$ cat config.mk
export PLATFORM = sky130hd
export DESIGN_NAME = cfg_frame_loader_flat
export DESIGN_NICKNAME = d
export VERILOG_FILES = /design/src/rtl/osg_cfg_pkg.sv /design/src/rtl/cfg_frame_loader_if.sv /design/src/rtl/cfg_byte_timer.sv /design/src/rtl/cfg_frame_loader.sv /design/src/flat_wrapper.sv
export SDC_FILE = /design/constraint.sdc
export NUM_CORES = 1
export LEC_CHECK = 0
export ABC_AREA = 1
export CAP_MARGIN = 20
export CORE_ASPECT_RATIO = 0.5
export CORE_UTILIZATION = 58
export CTS_BUF_LIST = sky130_fd_sc_hd__clkbuf_16
export CTS_CLUSTER_SIZE = 25
export DETAILED_ROUTE_END_ITERATION = 12
export HOLD_SLACK_MARGIN = 0.08
export PLACE_DENSITY_LB_ADDON = 0.25
export REMOVE_ABC_BUFFERS = 1
export SLEW_MARGIN = 20
export SYNTH_ARGS = -nofsm -noshare
export SYNTH_HDL_FRONTEND = slang
export SYNTH_HIERARCHICAL = 1
export SYNTH_SLANG_ARGS = --single-unit
$ cat constraint.sdc
create_clock -name clk -period 2.46 [get_ports clk]
set_clock_uncertainty 0.2 [all_clocks]
set_input_delay 0.492 -clock clk [delete_from_list [all_inputs] [get_ports clk]]
set_output_delay 0.492 -clock clk [all_outputs]
set_load 0.02 [all_outputs]
$ cat src/rtl/osg_cfg_pkg.sv
// Shared constants, state encoding and byte helpers for the configuration frame loader.
package osg_cfg_pkg;

    localparam logic [7:0]  HDR_CH           = 8'hA5;
    localparam logic [7:0]  HDR_START        = 8'h5A;
    localparam int unsigned DEF_NUM_CH       = 16;
    localparam int unsigned DEF_BYTES_PER_CH = 6;

    typedef enum logic [2:0] {
        IDLE,
        INDEX,
        PAYLOAD,
        CHECK,
        WRITE
    } cfg_state_e;

    // Host sends bytes LSB-first, so bit 0 on the wire lands in bit 7.
    function automatic logic [7:0] bit_rev8(input logic [7:0] v);
        logic [7:0] r;
        r = '0;
        for (int i = 0; i < 8; i++) begin
            r[i] = v[7-i];
        end
        return r;
    endfunction

endpackage

$ cat src/rtl/cfg_frame_loader_if.sv
// Byte input from the UART receiver and byte-wide write port into the channel-parameter RAM.
interface cfg_frame_loader_if #(
    parameter int unsigned ADDR_W = 8
);
    // rx_valid is a single-cycle strobe with no back-pressure: rx_data is consumed on the
    // cycle rx_valid is high or not at all. wr_en is likewise a strobe; the RAM accepts
    // wr_addr/wr_data on every cycle wr_en is high and never stalls the writer.
    logic [7:0]        rx_data;
    logic              rx_valid;
    logic              wr_en;
    logic [ADDR_W-1:0] wr_addr;
    logic [7:0]        wr_data;

    modport master (
        input  rx_data,
        input  rx_valid,
        output wr_en,
        output wr_addr,
        output wr_data
    );

    modport slave (
        output rx_data,
        output rx_valid,
        input  wr_en,
        input  wr_addr,
        input  wr_data
    );

endinterface

$ cat src/rtl/cfg_byte_timer.sv
// Inter-byte idle counter; tc_o flags the cycle in which the idle gap reaches TIMEOUT_CYC.
module cfg_byte_timer #(
    parameter int unsigned TIMEOUT_CYC = 50000
) (
    input  logic clk,
    input  logic rst,
    input  logic clr_i,
    input  logic en_i,
    output logic tc_o
);

    localparam int unsigned CW = $clog2(TIMEOUT_CYC + 1);

    logic [CW-1:0] count_q;
    logic [CW-1:0] count_d;

    // count_q holds the number of idle edges already seen, so the edge that would make it
    // TIMEOUT_CYC is the one where tc_o is high.
    assign tc_o = en_i && (count_q == CW'(TIMEOUT_CYC - 1));

    always_comb begin
        count_d = count_q;
        if (clr_i) begin
            count_d = '0;
        end else if (en_i && !tc_o) begin
            count_d = count_q + 1'b1;
        end
    end

    always_ff @(posedge clk) begin
        if (rst) begin
            count_q <= '0;
        end else begin
            count_q <= count_d;
        end
    end

endmodule

$ cat src/rtl/cfg_frame_loader.sv
// Parses checksummed host frames and burst-writes one channel's parameter block into RAM,
// so a corrupted or truncated stream never leaves a channel partially updated.
module cfg_frame_loader
    import osg_cfg_pkg::*;
#(
    parameter int unsigned NUM_CH       = DEF_NUM_CH,
    parameter int unsigned BYTES_PER_CH = DEF_BYTES_PER_CH,
    parameter int unsigned ADDR_W       = 8,
    parameter int unsigned TIMEOUT_CYC  = 50000,
    parameter int unsigned BIT_REVERSE  = 1
) (
    input  logic               clk,
    input  logic               rst,
    cfg_frame_loader_if.master bus,
    output logic               cfg_start,
    output logic               frame_ok,
    output logic               err_csum,
    output logic               err_index,
    output logic               err_timeout,
    output logic               err_overrun,
    output logic               busy,
    output cfg_state_e         state_dbg
);

    localparam int unsigned CNT_W = (BYTES_PER_CH > 1) ? $clog2(BYTES_PER_CH) : 1;
    localparam logic [CNT_W-1:0] LAST = CNT_W'(BYTES_PER_CH - 1);

    if (NUM_CH * BYTES_PER_CH > 2 ** ADDR_W) begin : g_addr_chk
        $error("cfg_frame_loader: NUM_CH*BYTES_PER_CH exceeds the RAM address space");
    end

    cfg_state_e        state_q, state_d;
    logic [CNT_W-1:0]  cnt_q, cnt_d;
    logic [7:0]        csum_q, csum_d;
    logic [ADDR_W-1:0] base_q, base_d;
    logic [7:0]        pbuf_q [BYTES_PER_CH];
    logic [7:0]        pbuf_d [BYTES_PER_CH];
    logic              cfg_start_q, cfg_start_d;
    logic              err_csum_q, err_csum_d;
    logic              err_index_q, err_index_d;
    logic              err_timeout_q, err_timeout_d;
    logic              err_overrun_q, err_overrun_d;
    logic              busy_q;

    logic [7:0] b;
    logic       in_frame;
    logic       tmr_tc;
    logic       writing;

    assign b        = (BIT_REVERSE != 0) ? bit_rev8(bus.rx_data) : bus.rx_data;
    assign in_frame = (state_q == INDEX) || (state_q == PAYLOAD) || (state_q == CHECK);

    // Any byte restarts the idle count, so a byte on the terminal cycle beats the timeout.
    cfg_byte_timer #(
        .TIMEOUT_CYC(TIMEOUT_CYC)
    ) u_timer (
        .clk   (clk),
        .rst   (rst),
        .clr_i (bus.rx_valid || !in_frame),
        .en_i  (in_frame),
        .tc_o  (tmr_tc)
    );

    always_comb begin
        state_d       = state_q;
        cnt_d         = cnt_q;
        csum_d        = csum_q;
        base_d        = base_q;
        pbuf_d        = pbuf_q;
        cfg_start_d   = 1'b0;
        err_csum_d    = 1'b0;
        err_index_d   = 1'b0;
        err_timeout_d = 1'b0;
        err_overrun_d = 1'b0;
        unique case (state_q)
            IDLE: begin
                if (bus.rx_valid) begin
                    if (b == HDR_CH) begin
                        state_d = INDEX;
                    end else if (b == HDR_START) begin
                        cfg_start_d = 1'b1;
                    end
                end
            end
            INDEX: begin
                if (bus.rx_valid) begin
                    if (32'(b) < NUM_CH) begin
                        base_d  = ADDR_W'(ADDR_W'(b) * ADDR_W'(BYTES_PER_CH));
                        csum_d  = b;
                        cnt_d   = '0;
                        state_d = PAYLOAD;
                    end else begin
                        err_index_d = 1'b1;
                        state_d     = IDLE;
                    end
                end else if (tmr_tc) begin
                    err_timeout_d = 1'b1;
                    state_d       = IDLE;
                end
            end
            PAYLOAD: begin
                if (bus.rx_valid) begin
                    pbuf_d[cnt_q] = b;
                    csum_d        = csum_q ^ b;
                    if (cnt_q == LAST) begin
                        cnt_d   = '0;
                        state_d = CHECK;
                    end else begin
                        cnt_d = cnt_q + 1'b1;
                    end
                end else if (tmr_tc) begin
                    err_timeout_d = 1'b1;
                    state_d       = IDLE;
                end
            end
            CHECK: begin
                if (bus.rx_valid) begin
                    if (b == csum_q) begin
                        cnt_d   = '0;
                        state_d = WRITE;
                    end else begin
                        err_csum_d = 1'b1;
                        state_d    = IDLE;
                    end
                end else if (tmr_tc) begin
                    err_timeout_d = 1'b1;
                    state_d       = IDLE;
                end
            end
            WRITE: begin
                err_overrun_d = bus.rx_valid;
                if (cnt_q == LAST) begin
                    cnt_d   = '0;
                    state_d = IDLE;
                end else begin
                    cnt_d = cnt_q + 1'b1;
                end
            end
            default: state_d = IDLE;
        endcase
    end

    always_ff @(posedge clk) begin
        if (rst) begin
            state_q       <= IDLE;
            cnt_q         <= '0;
            csum_q        <= '0;
            base_q        <= '0;
            pbuf_q        <= '{default: 8'h00};
            cfg_start_q   <= 1'b0;
            err_csum_q    <= 1'b0;
            err_index_q   <= 1'b0;
            err_timeout_q <= 1'b0;
            err_overrun_q <= 1'b0;
            busy_q        <= 1'b0;
        end else begin
            state_q       <= state_d;
            cnt_q         <= cnt_d;
            csum_q        <= csum_d;
            base_q        <= base_d;
            pbuf_q        <= pbuf_d;
            cfg_start_q   <= cfg_start_d;
            err_csum_q    <= err_csum_d;
            err_index_q   <= err_index_d;
            err_timeout_q <= err_timeout_d;
            err_overrun_q <= err_overrun_d;
            busy_q        <= (state_d != IDLE);
        end
    end

    // Write port is driven straight from the burst registers and forced to zero outside WRITE.
    assign writing     = (state_q == WRITE);
    assign bus.wr_en   = writing;
    assign bus.wr_addr = writing ? (base_q + ADDR_W'(cnt_q)) : '0;
    assign bus.wr_data = writing ? pbuf_q[cnt_q] : '0;
    assign frame_ok    = writing && (cnt_q == LAST);

    assign cfg_start   = cfg_start_q;
    assign err_csum    = err_csum_q;
    assign err_index   = err_index_q;
    assign err_timeout = err_timeout_q;
    assign err_overrun = err_overrun_q;
    assign busy        = busy_q;
    assign state_dbg   = state_q;

endmodule
$ cat src/flat_wrapper.sv
// flat-port wrapper written by rule: the top's interface ports become plain ports
module cfg_frame_loader_flat import osg_cfg_pkg::*;
#(
    parameter int unsigned NUM_CH       = DEF_NUM_CH,
    parameter int unsigned BYTES_PER_CH = DEF_BYTES_PER_CH,
    parameter int unsigned ADDR_W       = 8,
    parameter int unsigned TIMEOUT_CYC  = 50000,
    parameter int unsigned BIT_REVERSE  = 1
)
  (clk, rst, cfg_start, frame_ok, err_csum, err_index, err_timeout, err_overrun, busy, state_dbg, bus_rx_data, bus_rx_valid, bus_wr_en, bus_wr_addr, bus_wr_data);
  cfg_frame_loader_if #(.ADDR_W(ADDR_W)) bus_i ();
  input  logic clk;
  input  logic rst;
  output logic cfg_start;
  output logic frame_ok;
  output logic err_csum;
  output logic err_index;
  output logic err_timeout;
  output logic err_overrun;
  output logic busy;
  output cfg_state_e state_dbg;
  input wire logic [$bits(bus_i.rx_data)-1:0] bus_rx_data;
  input wire logic [$bits(bus_i.rx_valid)-1:0] bus_rx_valid;
  output wire logic [$bits(bus_i.wr_en)-1:0] bus_wr_en;
  output wire logic [$bits(bus_i.wr_addr)-1:0] bus_wr_addr;
  output wire logic [$bits(bus_i.wr_data)-1:0] bus_wr_data;
  assign bus_i.rx_data = bus_rx_data;
  assign bus_i.rx_valid = bus_rx_valid;
  assign bus_wr_en = bus_i.wr_en;
  assign bus_wr_addr = bus_i.wr_addr;
  assign bus_wr_data = bus_i.wr_data;
  cfg_frame_loader #(.NUM_CH(NUM_CH), .BYTES_PER_CH(BYTES_PER_CH), .ADDR_W(ADDR_W), .TIMEOUT_CYC(TIMEOUT_CYC), .BIT_REVERSE(BIT_REVERSE)) u_core (.clk(clk), .rst(rst), .bus(bus_i), .cfg_start(cfg_start), .frame_ok(frame_ok), .err_csum(err_csum), .err_index(err_index), .err_timeout(err_timeout), .err_overrun(err_overrun), .busy(busy), .state_dbg(state_dbg));
endmodule
# After elaboration in Yosys (flattened, before gate mapping)
# Cells that the tools add are included.
# Widths: inputs -> output; s select.
dict set report op_classes {
  add_sub_neg 3
  n_mul 1
  magnitude_cmp 3
  eq_ne 14
  n_mux 34
  bitwise 8
  n_reduce_logical 24
}
# op n
set ops {}
lappend ops {{$mux 8} 8}
lappend ops {{$bwmux 48} 1}
lappend ops {{$mux 3} 15}
lappend ops {{$bmux 8 s3} 1}
lappend ops {{$demux 8 s3} 1}
lappend ops {{$add 16x1->16 const B} 1}
lappend ops {{$eq 16x16->1 const B} 1}
lappend ops {{$pmux 8 s2} 1}
lappend ops {{$pmux 3 s5} 1}
lappend ops {{$pmux 3 s4} 1}
lappend ops {{$reduce_or 3->1} 4}
lappend ops {{$ne 2x2->1 const B} 5}
lappend ops {{$add 8x3->8} 1}
lappend ops {{$eq 8x7->1 const B} 1}
lappend ops {{$eq 8x8->1} 1}
lappend ops {{$eq 8x8->1 const B} 1}
lappend ops {{$lt 8x5->1 const B} 1}
lappend ops {{$mul 8x2->7 const B} 1}
lappend ops {{$xor 8x8->8} 1}
lappend ops {{$eq 3x2->1 const B} 2}
lappend ops {{$eq 3x3->1 const B} 2}
lappend ops {{$not 1->1} 6}
lappend ops {{$reduce_and 6->1} 1}
lappend ops {{$ge 4x4->1 const B} 1}
lappend ops {{other kinds (18)} 28}
dict set report word_totals {
  register_bits 91
  input_bits 11
}

# Longest topological paths before layout
dict set report logic_depth {
  ltp_word 8
  ltp_mapped 15
  mapped_depth_nobuf 15
}

# Modules after synthesis
# The synthesis kept the hierarchy.
# mod instances cells_each area_each_um2
set modules_own_cells {}
lappend modules_own_cells {cfg_frame_loader 1 547 3860.0}
lappend modules_own_cells {cfg_byte_timer 1 146 923.4}

# Least setup slack after synthesis
# OpenSTA, ideal clock, no wires.
dict set report synth_timing {
  path_type {flip-flop to output port}
  start {register u_core.cnt_q[1]}
  end {output port bus_wr_addr[7]}
  t_arrival_ns 1.535
  required_time_ns 1.768
  path_slack_ns 0.233
  stages_incl_launch_ff 8
  path_buffers 0
  path_cell_list {dfxtp_1 ha_1 fa_1 nand2_1 inv_1 nand3_1 nor2_1 a21oi_1}
}
dict set report synth_between {
  elab_chain_len 2
}
# element line
set synth_lines {}
lappend synth_lines {{from (decl)} cfg_frame_loader.sv:33} ;# logic [CNT_W-1:0] cnt_q, cnt_d;
lappend synth_lines {{from (signal assigned)} cfg_frame_loader.sv:158} ;# cnt_q <= cnt_d;
lappend synth_lines {{$add 8x3->8} cfg_frame_loader.sv:174} ;# assign bus.wr_addr = writing ? (base_q + ADDR_W'(cnt_q)) : '0;
lappend synth_lines {{$mux 8} cfg_frame_loader.sv:174}
lappend synth_lines {{to (decl)} flat_wrapper.sv:25} ;# output wire logic [$bits(bus_i.wr_addr)-1:0] bus_wr_addr;
# Every way passes these cells.

# Worst setup path in the final report
dict set report layout_timing {
  start {register u_core.cnt_q[1]}
  end {output port bus_wr_data[3]}
}
dict set report layout_between {
  elab_chain_len 5
}
# element line
set layout_lines {}
lappend layout_lines {{$not 3->4 (implied by the code)} cfg_frame_loader.sv:175} ;# assign bus.wr_data = writing ? pbuf_q[cnt_q] : '0;
lappend layout_lines {{$bmux 8 s3} cfg_frame_loader.sv:175}
lappend layout_lines {{$mux 8 (implied by the code) (2 in series)} cfg_frame_loader.sv:175}
lappend layout_lines {{$mux 8} cfg_frame_loader.sv:175}
lappend layout_lines {{to (decl)} flat_wrapper.sv:26} ;# output wire logic [$bits(bus_i.wr_data)-1:0] bus_wr_data;
# Every way passes these cells. The select of a mux whose other input is x is not followed.

==> metrics.txt <==
status=finished with violations; violated checks=negative setup slack; post-synthesis cell area=4780 sq um; Clock transition at path regs=70 ps; Placed Cells incl. Taps=864; R2R cell count=8; CP max stage cell=dfxtp_2; CTS tree=yes; Worst-Margin Slew=553 ps; detailed placer's ending HPWL=8900 um; Final Power=3.21 mW; Clock Latency Late Sink=350 ps; initial antenna violation count=0; final hold vios=0; Yosys top cell area share=38.1%; Tcrit/Tclk final=103%; origin of the critical flop-to-flop path=u_core/state_dbg[0]; PnR worst setup slack=-70.2 ps; Routed WL=13500 um; Cell Pwr Density=532 nW/um^2; Post-synth EDFFs=0; Ant. Diodes=0; crit path capture type=primary output; Final #Nets=800; port buffer count=37; Ys Warns=6; Final Non-Filler Cells=885; drt pass-1 iters=5; Core ar.=7650 sq um; DRC violations left=0; Req. time, crit path=1770 ps; Clock Path Buffers=2; die area=8640 sq um; final setup vio count=2; setup tns final=-126 ps; Min-Delay Startpoint=u_core/csum_q[3]; Worst Setup Path Type=register to primary output; die width=130 um; Num CTS Buffers=9; Period minus WS final=2530 ps; Worst setup SP type=register; post-synth cell types=35; register area share after synthesis=38.1%; Leak Pwr=2.57 nW; Buf/Inv on CP=5; synth top area cells=dfxtp_1, nand2_1, a21oi_1; Critical Path AT=1840 ps; CP max FO=7; P&R area growth vs syn=26.2%; Root Driver=clkbuf_16; Reg2Reg Setup Slack=200 ps; Setup crit start=u_core/cnt_q[1]; Total GRT Usage=32.9%; Yosys top cell by area=dfxtp_1; VDD IR max=0.408 mV; first-pass GRT wire length=21500 um; Final Max Tran Viols=0; GPL Wtd Cong=0.854; largest net degree at the start of global routing=42; vias=5026; # clock sinks=91; # IOs=38; H-tree depth=3; Max Cap Viol=0; worst hold path type=register to register; Die Height=66.2 um; worst hold stages=2; register bit total from synthesis=91; share of cells above drive strength 1=18.7%; Gate Count Post-Synth=693; worst hold endpoint=u_core/csum_q[3]; Post-CTS Hold Buffers=0; pre-CTS WS=-179 ps; Synth Flop Type=dfxtp_1; asr flop ratio synth=0%; Worst path max stage delay=360 ps; Via density=5.68; vias in the first global route=4658; average routed wire per standard cell=15.3 um; Top delay family on crit path=buffers and inverters; Core Util, Final=78.9%; worst path cell trace=buf_6 -> inv_4 -> nand3_2 -> clkinvlp_4 -> nand2_1 -> o211ai_1 -> o21ai_1 -> inv_1 -> buf_4; RSZ-0062 raised after global routing=true; syn_area_per_cell=6.90 sq um; fmax=395 MHz; antenna-violating nets left=0; global route overflow=0; Slew HR=63.0%; FF-to-FF End=u_core/pbuf_q[31]; Initial Util=62.5%; FP Rows=22; drt initial violations=472
## cell usage after synthesis, types with 8 or more instances
master,instances
nand2_1,146
a21oi_1,93
dfxtp_1,91
o21ai_0,86
nor2_1,61
inv_1,56
nand3_1,44
ha_1,15
buf_2,10
clkbuf_1,10
clkinv_1,9
inv_2,8
nand4_1,8
## layout make-up
| cell class | instances | area (sq um) |
|---|---|---|
| Sequential cell | 91 | 1830 |
| Fill cell | 548 | 1610 |
| Timing Repair inverter | 1 | 7.51 |
| Tap cell | 108 | 135 |
| Clock buffer | 9 | 225 |
| Inverter | 74 | 284 |
| Multi-Input combinational cell | 500 | 2630 |
| Clock inverter | 7 | 106 |
| Timing Repair Buffer | 95 | 820 |
## through the flow
| stage | hold WS, ps | instance area, sq um |
|---|---|---|
| after detailed placement | 261 | 5560 |
| after floorplan | 246 | 4630 |
| after global placement | 253 | 5560 |
| final | 270 | 6040 |
| after global routing | 297 | 6040 |
| after CTS | 271 | 5860 |
## timing repair
item | in CTS | in global routing
pin swaps | 2 | 8
cloned | 0 | 2
setup buffers | 1 | 2
endpoints found under the setup margin | 18 | 17
resized for setup | 78 | 47
## cells in the final DEF (no fill, tap or decap), types with 3 or more instances in the layout
master	count
a21oi_1	88
nand2_2	4
buf_4	59
nand3_1	42
inv_1	52
inv_6	3
inv_2	10
clkbuf_16	10
nor2_4	4
nand4_1	8
nor2_1	60
buf_2	4
o211ai_1	6
nor3_4	3
a21oi_2	5
nand3_2	6
buf_6	6
nor2_2	6
clkinv_1	9
o21ai_0	77
o21ai_1	8
nand2_1	143
nor3_1	6
ha_1	13
dfxtp_1	86
dfxtp_2	4
clkdlybuf4s50_1	19
## kinds of logic (layout without fill, tap and decap cells)
group / Yosys count / count (layout) / synth area share (%)
simple gates: 285 / 285 / 26.3
compound gates: 194 / 194 / 21.1
xor+xnor: 4 / 4 / 0.733
fa+ha+maj: 17 / 17 / 4.76
flops: 91 / 91 / 38.1
buf+inv: 102 / 186 / 9.08
## tightest hold or removal path, cell delays in order, from the launching register on
cell     delay [ps]
dfxtp_1         310
inv_1            60
a21oi_1          50
## metal layers
metal,share of wire [%],global-route usage [%]
met4,2.3,12.6
met5,0,0
met2,47,57.0
met1,43,40.2
met3,7.8,7.36
## flip-flops by register name, indices dropped and copies added, names as in the netlist
name,flops
u_core/u_timer/count_q,16
u_core/state_dbg,3
u_core/pbuf_q,48
u_core/csum_q,8
u_core/cnt_q,3
u_core/err_overrun,1
u_core/err_csum,1
u_core/err_index,1
u_core/err_timeout,1
u_core/base_q,7
u_core/cfg_start,1
u_core/busy,1
## worst max-delay path by stage
stage / endpoint / slack, ps / depth (start not counted)
floorplan: bus_wr_addr[4] / -20 / 5
global placement: bus_wr_data[4] / -170 / 8
detailed placement: bus_wr_data[4] / -180 / 8
CTS: bus_wr_addr[6] / -20 / 7
global route: bus_wr_data[3] / -130 / 9
finish: bus_wr_data[3] / -70 / 9
## power by group
group	internal [mW]	total, mW	leakage [nW]	switching (mW)
registers	1.47	1.47	0.735	0.000108
logic	0.0730	0.179	1.67	0.106
clock network	0.911	1.56	0.163	0.651
(Power assumes the default switching activity.)
